[src/rtl/hazard_scoreboard_pkg.sv]
// Shared encodings and default sizing for the D-stage hazard scoreboard.
// A Tuse/Tnew code of 3 means "operand not read" / "no result produced".
package hazard_scoreboard_pkg;

    localparam int N_STG    = 3;
    localparam int AW       = 5;
    localparam int TW       = 2;
    localparam int MULT_LAT = 5;
    localparam int DIV_LAT  = 10;
    localparam int CW       = 4;

    localparam logic [1:0] TUSE_0  = 2'd0;
    localparam logic [1:0] TUSE_1  = 2'd1;
    localparam logic [1:0] TUSE_2  = 2'd2;
    localparam logic [1:0] TUSE_NO = 2'd3;

    localparam logic [1:0] TNEW_0  = 2'd0;
    localparam logic [1:0] TNEW_1  = 2'd1;
    localparam logic [1:0] TNEW_2  = 2'd2;
    localparam logic [1:0] TNEW_NO = 2'd3;

    localparam logic [1:0] FWD_GRF = 2'd0;

endpackage

[src/rtl/hazard_scoreboard_match.sv]
// Per-operand hazard check: finds the youngest in-flight producer of x and
// decides whether D must stall for it or can take its value from the bypass.
module sb_match #(
    parameter int N_STG = hazard_scoreboard_pkg::N_STG,
    parameter int AW    = hazard_scoreboard_pkg::AW,
    parameter int TW    = hazard_scoreboard_pkg::TW
) (
    input  logic [AW-1:0]            x,
    input  logic [TW-1:0]            tuse,
    input  logic [N_STG-1:0]         ent_v,
    input  logic [N_STG-1:0][AW-1:0] ent_wa,
    input  logic [N_STG-1:0][TW-1:0] ent_tnew,
    output logic                     stall_x,
    output logic [1:0]               fwd_sel
);
    import hazard_scoreboard_pkg::*;

    logic [N_STG-1:0] hit;

    for (genvar gi = 0; gi < N_STG; gi++) begin : g_hit
        assign hit[gi] = ent_v[gi] && (ent_wa[gi] == x) && (x != '0);
    end

    // Walk oldest to youngest so the youngest hit overwrites older ones.
    always_comb begin
        stall_x = 1'b0;
        fwd_sel = FWD_GRF;
        for (int k = N_STG - 1; k >= 0; k--) begin
            if (hit[k]) begin
                stall_x = (tuse != TW'(TUSE_NO)) && (ent_tnew[k] > tuse);
                fwd_sel = (ent_tnew[k] == TW'(TNEW_0)) ? 2'(k + 1) : FWD_GRF;
            end
        end
    end

endmodule

[src/rtl/hazard_scoreboard.sv]
// D-stage stall/forward controller: shift-register scoreboard of in-flight
// producers plus the mult/div busy countdown that blocks HI/LO users.
module hazard_scoreboard #(
    parameter int N_STG    = hazard_scoreboard_pkg::N_STG,
    parameter int AW       = hazard_scoreboard_pkg::AW,
    parameter int TW       = hazard_scoreboard_pkg::TW,
    parameter int MULT_LAT = hazard_scoreboard_pkg::MULT_LAT,
    parameter int DIV_LAT  = hazard_scoreboard_pkg::DIV_LAT,
    parameter int CW       = hazard_scoreboard_pkg::CW
) (
    input  logic          clk,
    input  logic          reset,
    input  logic          d_valid,
    input  logic [AW-1:0] d_rs,
    input  logic [AW-1:0] d_rt,
    input  logic [TW-1:0] d_tuse_rs,
    input  logic [TW-1:0] d_tuse_rt,
    input  logic [AW-1:0] d_wa,
    input  logic [TW-1:0] d_tnew,
    input  logic          d_md_use,
    input  logic          e_md_start,
    input  logic          e_md_div,
    input  logic          flush,
    output logic          stall,
    output logic [1:0]    fwd_rs_sel,
    output logic [1:0]    fwd_rt_sel,
    output logic          md_busy
);
    import hazard_scoreboard_pkg::*;

    logic [N_STG-1:0]         v_reg;
    logic [N_STG-1:0][AW-1:0] wa_reg;
    logic [N_STG-1:0][TW-1:0] tnew_reg;
    logic [CW-1:0]            md_cnt_reg;
    logic [CW-1:0]            md_cnt_next;

    logic stall_rs;
    logic stall_rt;
    logic stall_md;
    logic stall_int;
    logic load_v;

    // One pipeline step closer to producing: saturate at 0, "no result" is sticky.
    function automatic logic [TW-1:0] age(input logic [TW-1:0] t);
        if (t == TW'(TNEW_NO) || t == '0) return t;
        return t - TW'(1);
    endfunction

    sb_match #(.N_STG(N_STG), .AW(AW), .TW(TW)) u_match_rs (
        .x        (d_rs),
        .tuse     (d_tuse_rs),
        .ent_v    (v_reg),
        .ent_wa   (wa_reg),
        .ent_tnew (tnew_reg),
        .stall_x  (stall_rs),
        .fwd_sel  (fwd_rs_sel)
    );

    sb_match #(.N_STG(N_STG), .AW(AW), .TW(TW)) u_match_rt (
        .x        (d_rt),
        .tuse     (d_tuse_rt),
        .ent_v    (v_reg),
        .ent_wa   (wa_reg),
        .ent_tnew (tnew_reg),
        .stall_x  (stall_rt),
        .fwd_sel  (fwd_rt_sel)
    );

    assign md_busy   = (md_cnt_reg != '0);
    assign stall_md  = d_md_use && (md_busy || e_md_start);
    assign stall_int = d_valid && (stall_rs || stall_rt || stall_md);
    assign stall     = stall_int && !reset;

    // Only instructions that really write a nonzero register become producers.
    assign load_v = d_valid && !stall_int && (d_wa != '0) && (d_tnew != TW'(TNEW_NO));

    always_comb begin
        md_cnt_next = md_cnt_reg;
        if (e_md_start) begin
            md_cnt_next = e_md_div ? CW'(DIV_LAT) : CW'(MULT_LAT);
        end else if (md_cnt_reg != '0) begin
            md_cnt_next = md_cnt_reg - CW'(1);
        end
    end

    always_ff @(posedge clk or posedge reset) begin
        if (reset) begin
            v_reg      <= '0;
            wa_reg     <= '0;
            tnew_reg   <= '0;
            md_cnt_reg <= '0;
        end else begin
            for (int k = N_STG - 1; k > 0; k--) begin
                v_reg[k]    <= v_reg[k-1] && !flush;
                wa_reg[k]   <= wa_reg[k-1];
                tnew_reg[k] <= age(tnew_reg[k-1]);
            end
            v_reg[0]    <= load_v && !flush;
            wa_reg[0]   <= d_wa;
            tnew_reg[0] <= d_tnew;
            // The mult/div unit keeps running across a flush.
            md_cnt_reg  <= md_cnt_next;
        end
    end

endmodule
[config.mk]
export PLATFORM = sky130hd
export DESIGN_NAME = hazard_scoreboard
export DESIGN_NICKNAME = d
export VERILOG_FILES = /design/src/rtl/hazard_scoreboard_pkg.sv /design/src/rtl/hazard_scoreboard_match.sv /design/src/rtl/hazard_scoreboard.sv
export SDC_FILE = /design/constraint.sdc
export NUM_CORES = 1
export LEC_CHECK = 0
export ABC_AREA = 1
export CORE_MARGIN = 2
export CORE_UTILIZATION = 45
export CTS_BUF_LIST = sky130_fd_sc_hd__clkbuf_4
export DETAILED_ROUTE_END_ITERATION = 10
export PLACE_DENSITY = 0.72
export SYNTH_ARGS = -nofsm -noshare
export SYNTH_HDL_FRONTEND = slang
export SYNTH_SLANG_ARGS = --single-unit
[constraint.sdc]
create_clock -name clk -period 1.3 [get_ports clk]
set_input_delay 0.13 -clock clk [delete_from_list [all_inputs] [get_ports clk]]
set_output_delay 0.13 -clock clk [all_outputs]
set_load 0.01 [all_outputs]
After elaboration in Yosys (flattened, before gate mapping)

Cells that the tools add are included.

Flip-flop bits (word level): 28
Output and inout port bits: 6
Word-level logic and storage cells: 95
Input port bits: 28

Add/sub/neg operators: 3
Multiplexer cells: 24
Eq/ne operators: 11
Reductions and logical operators: 43
$lt $le $gt $ge: 6

Operators by type and width:

| cell                                                                | number |
|---|---|
| 5-bit == test                                                       | 6 |
| 1-bit logical AND                                                   | 27 |
| 2-bit two-way mux                                                   | 12 |
| 5-bit nonzero test                                                  | 3 |
| 2-bit greater-than comparator                                       | 6 |
| 4-bit two-way mux                                                   | 3 |
| 1-bit two-way mux                                                   | 9 |
| 2-bit logical NOT                                                   | 3 |
| 2-bit inequality test (second input constant)                       | 3 |
| 1-bit logical OR                                                    | 5 |
| 2-bit == test (second input constant)                               | 2 |
| 4-bit nonzero test                                                  | 1 |
| 2-bit by 1-bit subtractor with 2-bit output (second input constant) | 2 |
| 4-bit by 1-bit subtractor with 4-bit output (second input constant) | 1 |
| 1-bit logical NOT                                                   | 3 |
| 2-bit nonzero test                                                  | 1 |

Longest topological paths before layout

Depth after elaboration: 14
Mapped depth: 13
Mapped depth without buffers: 13

Modules after synthesis

Synthesis repeated with hierarchy kept, for this count alone.

Cells, all modules: 307
Area total of the unflattened synthesis: 2,055.7 um2

By module, submodules not included:

| module            | area each (um2) | times used | sequential area each (um2) | cells an instance |
|---|---|---|---|---|
| sb_match          | 545.5           | 2          | 0.0                        | 113 |
| hazard_scoreboard | 964.7           | 1          | 700.7                      | 81 |

Worst setup path after synthesis

OpenSTA, ideal clock, no wires.

Path kind: flip-flop to output port
Start: register md_cnt_reg[0]
End: output stall
Path slack: -0.172 ns
Stages on the path, launching flop included: 12
Arrival time: 1.342 ns
Required time: 1.170 ns
Path through: dfrtp_1 inv_1 ha_1 nand2_1 nor2_2 inv_1 nand2_1 nand2_1 nor2_1 nand3_2 nand2_1 inv_1

Longest elaborated chain between the ends: 6

Ends and longest elaborated chain:

| what                   | line                     | text |
|---|---|---|
| from (decl)            | hazard_scoreboard.sv:34  | `logic [CW-1:0] md_cnt_reg;` |
| from (signal assigned) | hazard_scoreboard.sv:102 | `md_cnt_reg <= md_cnt_next;` |
| 4-bit nonzero test     | hazard_scoreboard.sv:69  | `assign md_busy = (md_cnt_reg != '0);` |
| named net md_busy      | hazard_scoreboard.sv:27  | `output logic md_busy` |
| 1-bit logical OR       | hazard_scoreboard.sv:70  | `assign stall_md = d_md_use && (md_busy \|\| e_md_start);` |
| 1-bit logical AND      | hazard_scoreboard.sv:70  |  |
| 1-bit logical OR       | hazard_scoreboard.sv:71  | `assign stall_int = d_valid && (stall_rs \|\| stall_rt \|\| stall_md);` |
| 1-bit logical AND      | hazard_scoreboard.sv:71  |  |
| 1-bit logical AND      | hazard_scoreboard.sv:72  | `assign stall = stall_int && !reset;` |
| to (decl)              | hazard_scoreboard.sv:24  | `output logic stall,` |

The timed path passes the listed nets, and every way through them passes these cells.

Final worst setup path

Start: register wa_reg[12] (netlist name)
End: output stall

Longest elaborated chain between the ends: 10
Elaborated cells on any way between the ends: 16
Classes of those cells: eq/ne (2); mux (6); reduce/logical (8)

Ends and longest elaborated chain:

| what                              | line                          | text |
|---|---|---|
| from (decl)                       | hazard_scoreboard.sv:32       | `logic [N_STG-1:0][AW-1:0] wa_reg;` |
| from (signal, indexed assignment) | hazard_scoreboard.sv:95       | `wa_reg[k] <= wa_reg[k-1];` |
| 5-bit == test                     | hazard_scoreboard_match.sv:21 | `assign hit[gi] = ent_v[gi] && (ent_wa[gi] == x) && (x != '0);` |
| 1-bit logical AND (2 in a row)    | hazard_scoreboard_match.sv:21 |  |
| 1-bit two-way mux (3 in a row)    | hazard_scoreboard_match.sv:29 | `if (hit[k]) begin` |
| 1-bit logical OR (*) (2 in a row) | hazard_scoreboard.sv:71       |  |
| 1-bit logical AND (*)             | hazard_scoreboard.sv:71       |  |
| 1-bit logical AND (*)             | hazard_scoreboard.sv:72       |  |

Mark *: on every way between the ends. The rest lies on a longest branch, timed or not.

==> flow_summary.json <==
{
  "status": "finished with violations",
  "violations": "negative setup slack",
  "post-route-worst-setup-slack_ns": -0.701,
  "synth_cell_types": 27,
  "synth_adder_area_share": 0.113,
  "gp_congestion": 0.900,
  "drt_iter0_markers": 125,
  "clkLatencyLatePin_ns": 0.33,
  "grt_pass1_vias": 1914,
  "drt_first_pass_iters": 4,
  "critPathCapture": "stall",
  "synth_compound_area_frac": 0.0743,
  "period_share": 1.54,
  "worstSetupPathType": "reg2out",
  "muxShareOfSynthArea": 0,
  "r2r_slack_ns": -0.22,
  "cts.reportedPaths.clkPinSlew_ns": 0.17,
  "ant_nets": 0,
  "die_y_microns": 70.5,
  "ys_ff_latch": 28,
  "coreArea_sq_mm": 0.00429,
  "grt_remaining_overflow": 0,
  "synth_top_family_by_area": "simple AND/OR/NAND/NOR gates",
  "slew_headroom": 0.744,
  "cts-buffers-inserted": 3,
  "utilization": 0.681,
  "io_pins": 34,
  "die_w_microns": 70.5,
  "r2r_end": "v_reg[0]",
  "syn_nets": 325,
  "leakagePower_nw": 1.53,
  "mappedNetlistArea_sq_mm": 0.00199,
  "cts_htree_levels": 1,
  "rsz0062_at_grt": "true",
  "fmax_mhz": 500,
  "cts_num_sinks": 28,
  "start_kind": "register",
  "fin_crit_ns": 2.00,
  "avgViaCountPerCell": 4.85,
  "hp-class": "in2async",
  "drc": 0,
  "final_cell_area_sq_mm": 0.00292,
  "max_cap_viol_count": 0,
  "start_util": 0.463,
  "tightest_slew_ns": 0.379,
  "powerDensity_mw_per_mm2": 830,
  "yosysSeqAreaShare": 0.353,
  "area_growth_pct": 47.1,
  "hold_violations": 0,
  "finalSetupViolCount": 7,
  "crit_fanout": 3,
  "clock-root-buffer": "clkbuf_4",
  "place_area_sq_mm": 0.00266,
  "crit_required_ns": 1.17,
  "slowest_delay_ns": 0.44,
  "grt_max_degree": 29,
  "rr_worst_depth": 12,
  "antenna_cells": 0,
  "dieArea_sq_mm": 0.00496,
  "slowest_stage": "dfrtp_1",
  "grt_usage": 0.206,
  "vias": 1997,
  "rows": 24,
  "synth-simple-area-share": 0.328,
  "layout.nets": 407,
  "portBuffers": 33,
  "synth_cells": 279,
  "fin_skew_ns": 0.0112,
  "peakVddDrop_uv": 513,
  "r2r-start": "wa_reg[12]",
  "slew_violations": 0,
  "crit_chain": "buf_4 -> nand2_2 -> nand2_1 -> nor2_1 -> nand2_1 -> nor2_2 -> nand3_2 -> nand2_2 -> nand2_2 -> nand3_2 -> nand2_1 -> inv_1 -> buf_2",
  "drt_wl_total_microns": 5070,
  "synth_area_per_cell_sq_um": 7.12,
  "crit_path_end_kind": "primary output",
  "wl_per_cell_microns": 12.3,
  "arrival_ns": 1.87,
  "ctsHoldBuffers": 0,
  "crit_path_start": "wa_reg[12]",
  "yosys.area_share.xor_xnor": 0.0353,
  "cts.path.max_buffers": 2,
  "cts_tree": "built",
  "drive_gt1_frac": 0.325,
  "yosys_warnings": 0,
  "largest_reg_flops": 15,
  "grt_pass1_wl_microns": 8250,
  "antenna_found_initial": 0,
  "dp_hpwl_microns": 3790
}
## worst min path at each step
stage	end	start	slack [ns]	depth (start not counted)
6_report	v_reg[1]	reset	0.13	3
5_1_grt	wa_reg[3]	reset	0.17	3
4_1_cts	wa_reg[3]	reset	0.13	3
3_5_place_dp	wa_reg[10]	wa_reg[5]	0.41	0
3_3_place_gp	wa_reg[8]	wa_reg[3]	0.42	0
2_1_floorplan	tnew_reg[0]	d_tnew[0]	0.16	0
## placed cells by master, fill, tap and decap left out, types with 7 or more instances in the layout
cell type,n
inv_1,36
dfrtp_1,26
buf_4,41
ha_1,13
nand2_1,82
nand3_1,7
a21oi_1,10
clkdlybuf4s50_1,26
inv_2,15
nor2_2,12
nand2_2,8
nor2_1,22
## cell type report
class | count | area [sq um]
Inverter | 51 | 191
Fill cell | 357 | 1370
Timing Repair Buffer | 77 | 659
Sequential cell | 28 | 703
Tap cell | 52 | 65.1
Clock inverter | 1 | 30.0
Multi-Input combinational cell | 200 | 1250
Clock buffer | 3 | 22.5
## cell families after synthesis
kind of cell / count (synthesis)
buffers and inverters: 51
and+or+nand+nor: 148
AOI/OAI and AO/OA: 26
DFF: 28
xor gates and xnor gates: 8
adders and majority gates: 18
## metal layers
| metal | vias to the layer above | track usage | part of all wire |
|---|---|---|---|
| met5 | - | 0 | 0 |
| met4 | 0 | 0.0534 | 0.0061 |
| met3 | 4 | 0.0144 | 0.035 |
| met2 | 45 | 0.348 | 0.50 |
| met1 | 919 | 0.285 | 0.46 |
| li1 | 1029 | - | - |
## critical path, delay by kind of cell, from the launching register on
kind	cells	cell delay, ns
flops	1	0.44
simple gates	10	0.78
buf+inv	3	0.33
## synthesized netlist by cell type
cell type | number | share of area
nand2_1 | 89 | 0.17
a211oi_1 | 1 | 0.0038
nor2_4 | 1 | 0.0057
nand2_2 | 2 | 0.0063
ha_1 | 18 | 0.11
or3_1 | 1 | 0.0032
a21oi_1 | 15 | 0.038
nor2_2 | 6 | 0.019
o21ai_1 | 1 | 0.0025
xnor2_1 | 5 | 0.022
dfrtp_1 | 28 | 0.35
nand4_1 | 3 | 0.0094
o211ai_1 | 1 | 0.0038
or2_2 | 1 | 0.0032
o31ai_1 | 2 | 0.0076
nor2_1 | 29 | 0.055
inv_2 | 6 | 0.011
a21oi_2 | 1 | 0.0044
xor2_1 | 3 | 0.013
nand4_2 | 1 | 0.0063
nor2b_4 | 1 | 0.0069
o21ai_0 | 4 | 0.010
nand3_2 | 4 | 0.020
o311ai_0 | 1 | 0.0044
inv_1 | 45 | 0.085
nand3_1 | 9 | 0.023
nor3_1 | 1 | 0.0025
## report_power, final
group | leakage, nW | switching [W] | internal, W
combinational | 1.17 | 0.000412 | 0.000425
clock | 0.0279 | 0.000275 | 0.000312
sequential | 0.334 | 0.0000597 | 0.000945
## through the flow
stage                     hold WS, ns  setup TNS (ns)  total power [W]  cells  setup WS [ns]
after floorplan                 0.161         -0.0922          0.00140    279        -0.0922
after global placement          0.416           -5.02          0.00172    396         -0.997
after detailed placement        0.412           -5.15          0.00173    396          -1.03
after CTS                       0.134           -3.45          0.00236    405         -0.707
after global routing            0.175           -4.09          0.00257    412         -0.818
final                           0.129           -3.37          0.00243    412         -0.701
## timing repair
item,CTS,global route
gates resized for setup,31,36
buffers inserted,5,8
endpoints found under the setup margin,7,8
cloned,0,0
pin swaps,12,16
Power figures use the tool's default switching activity.
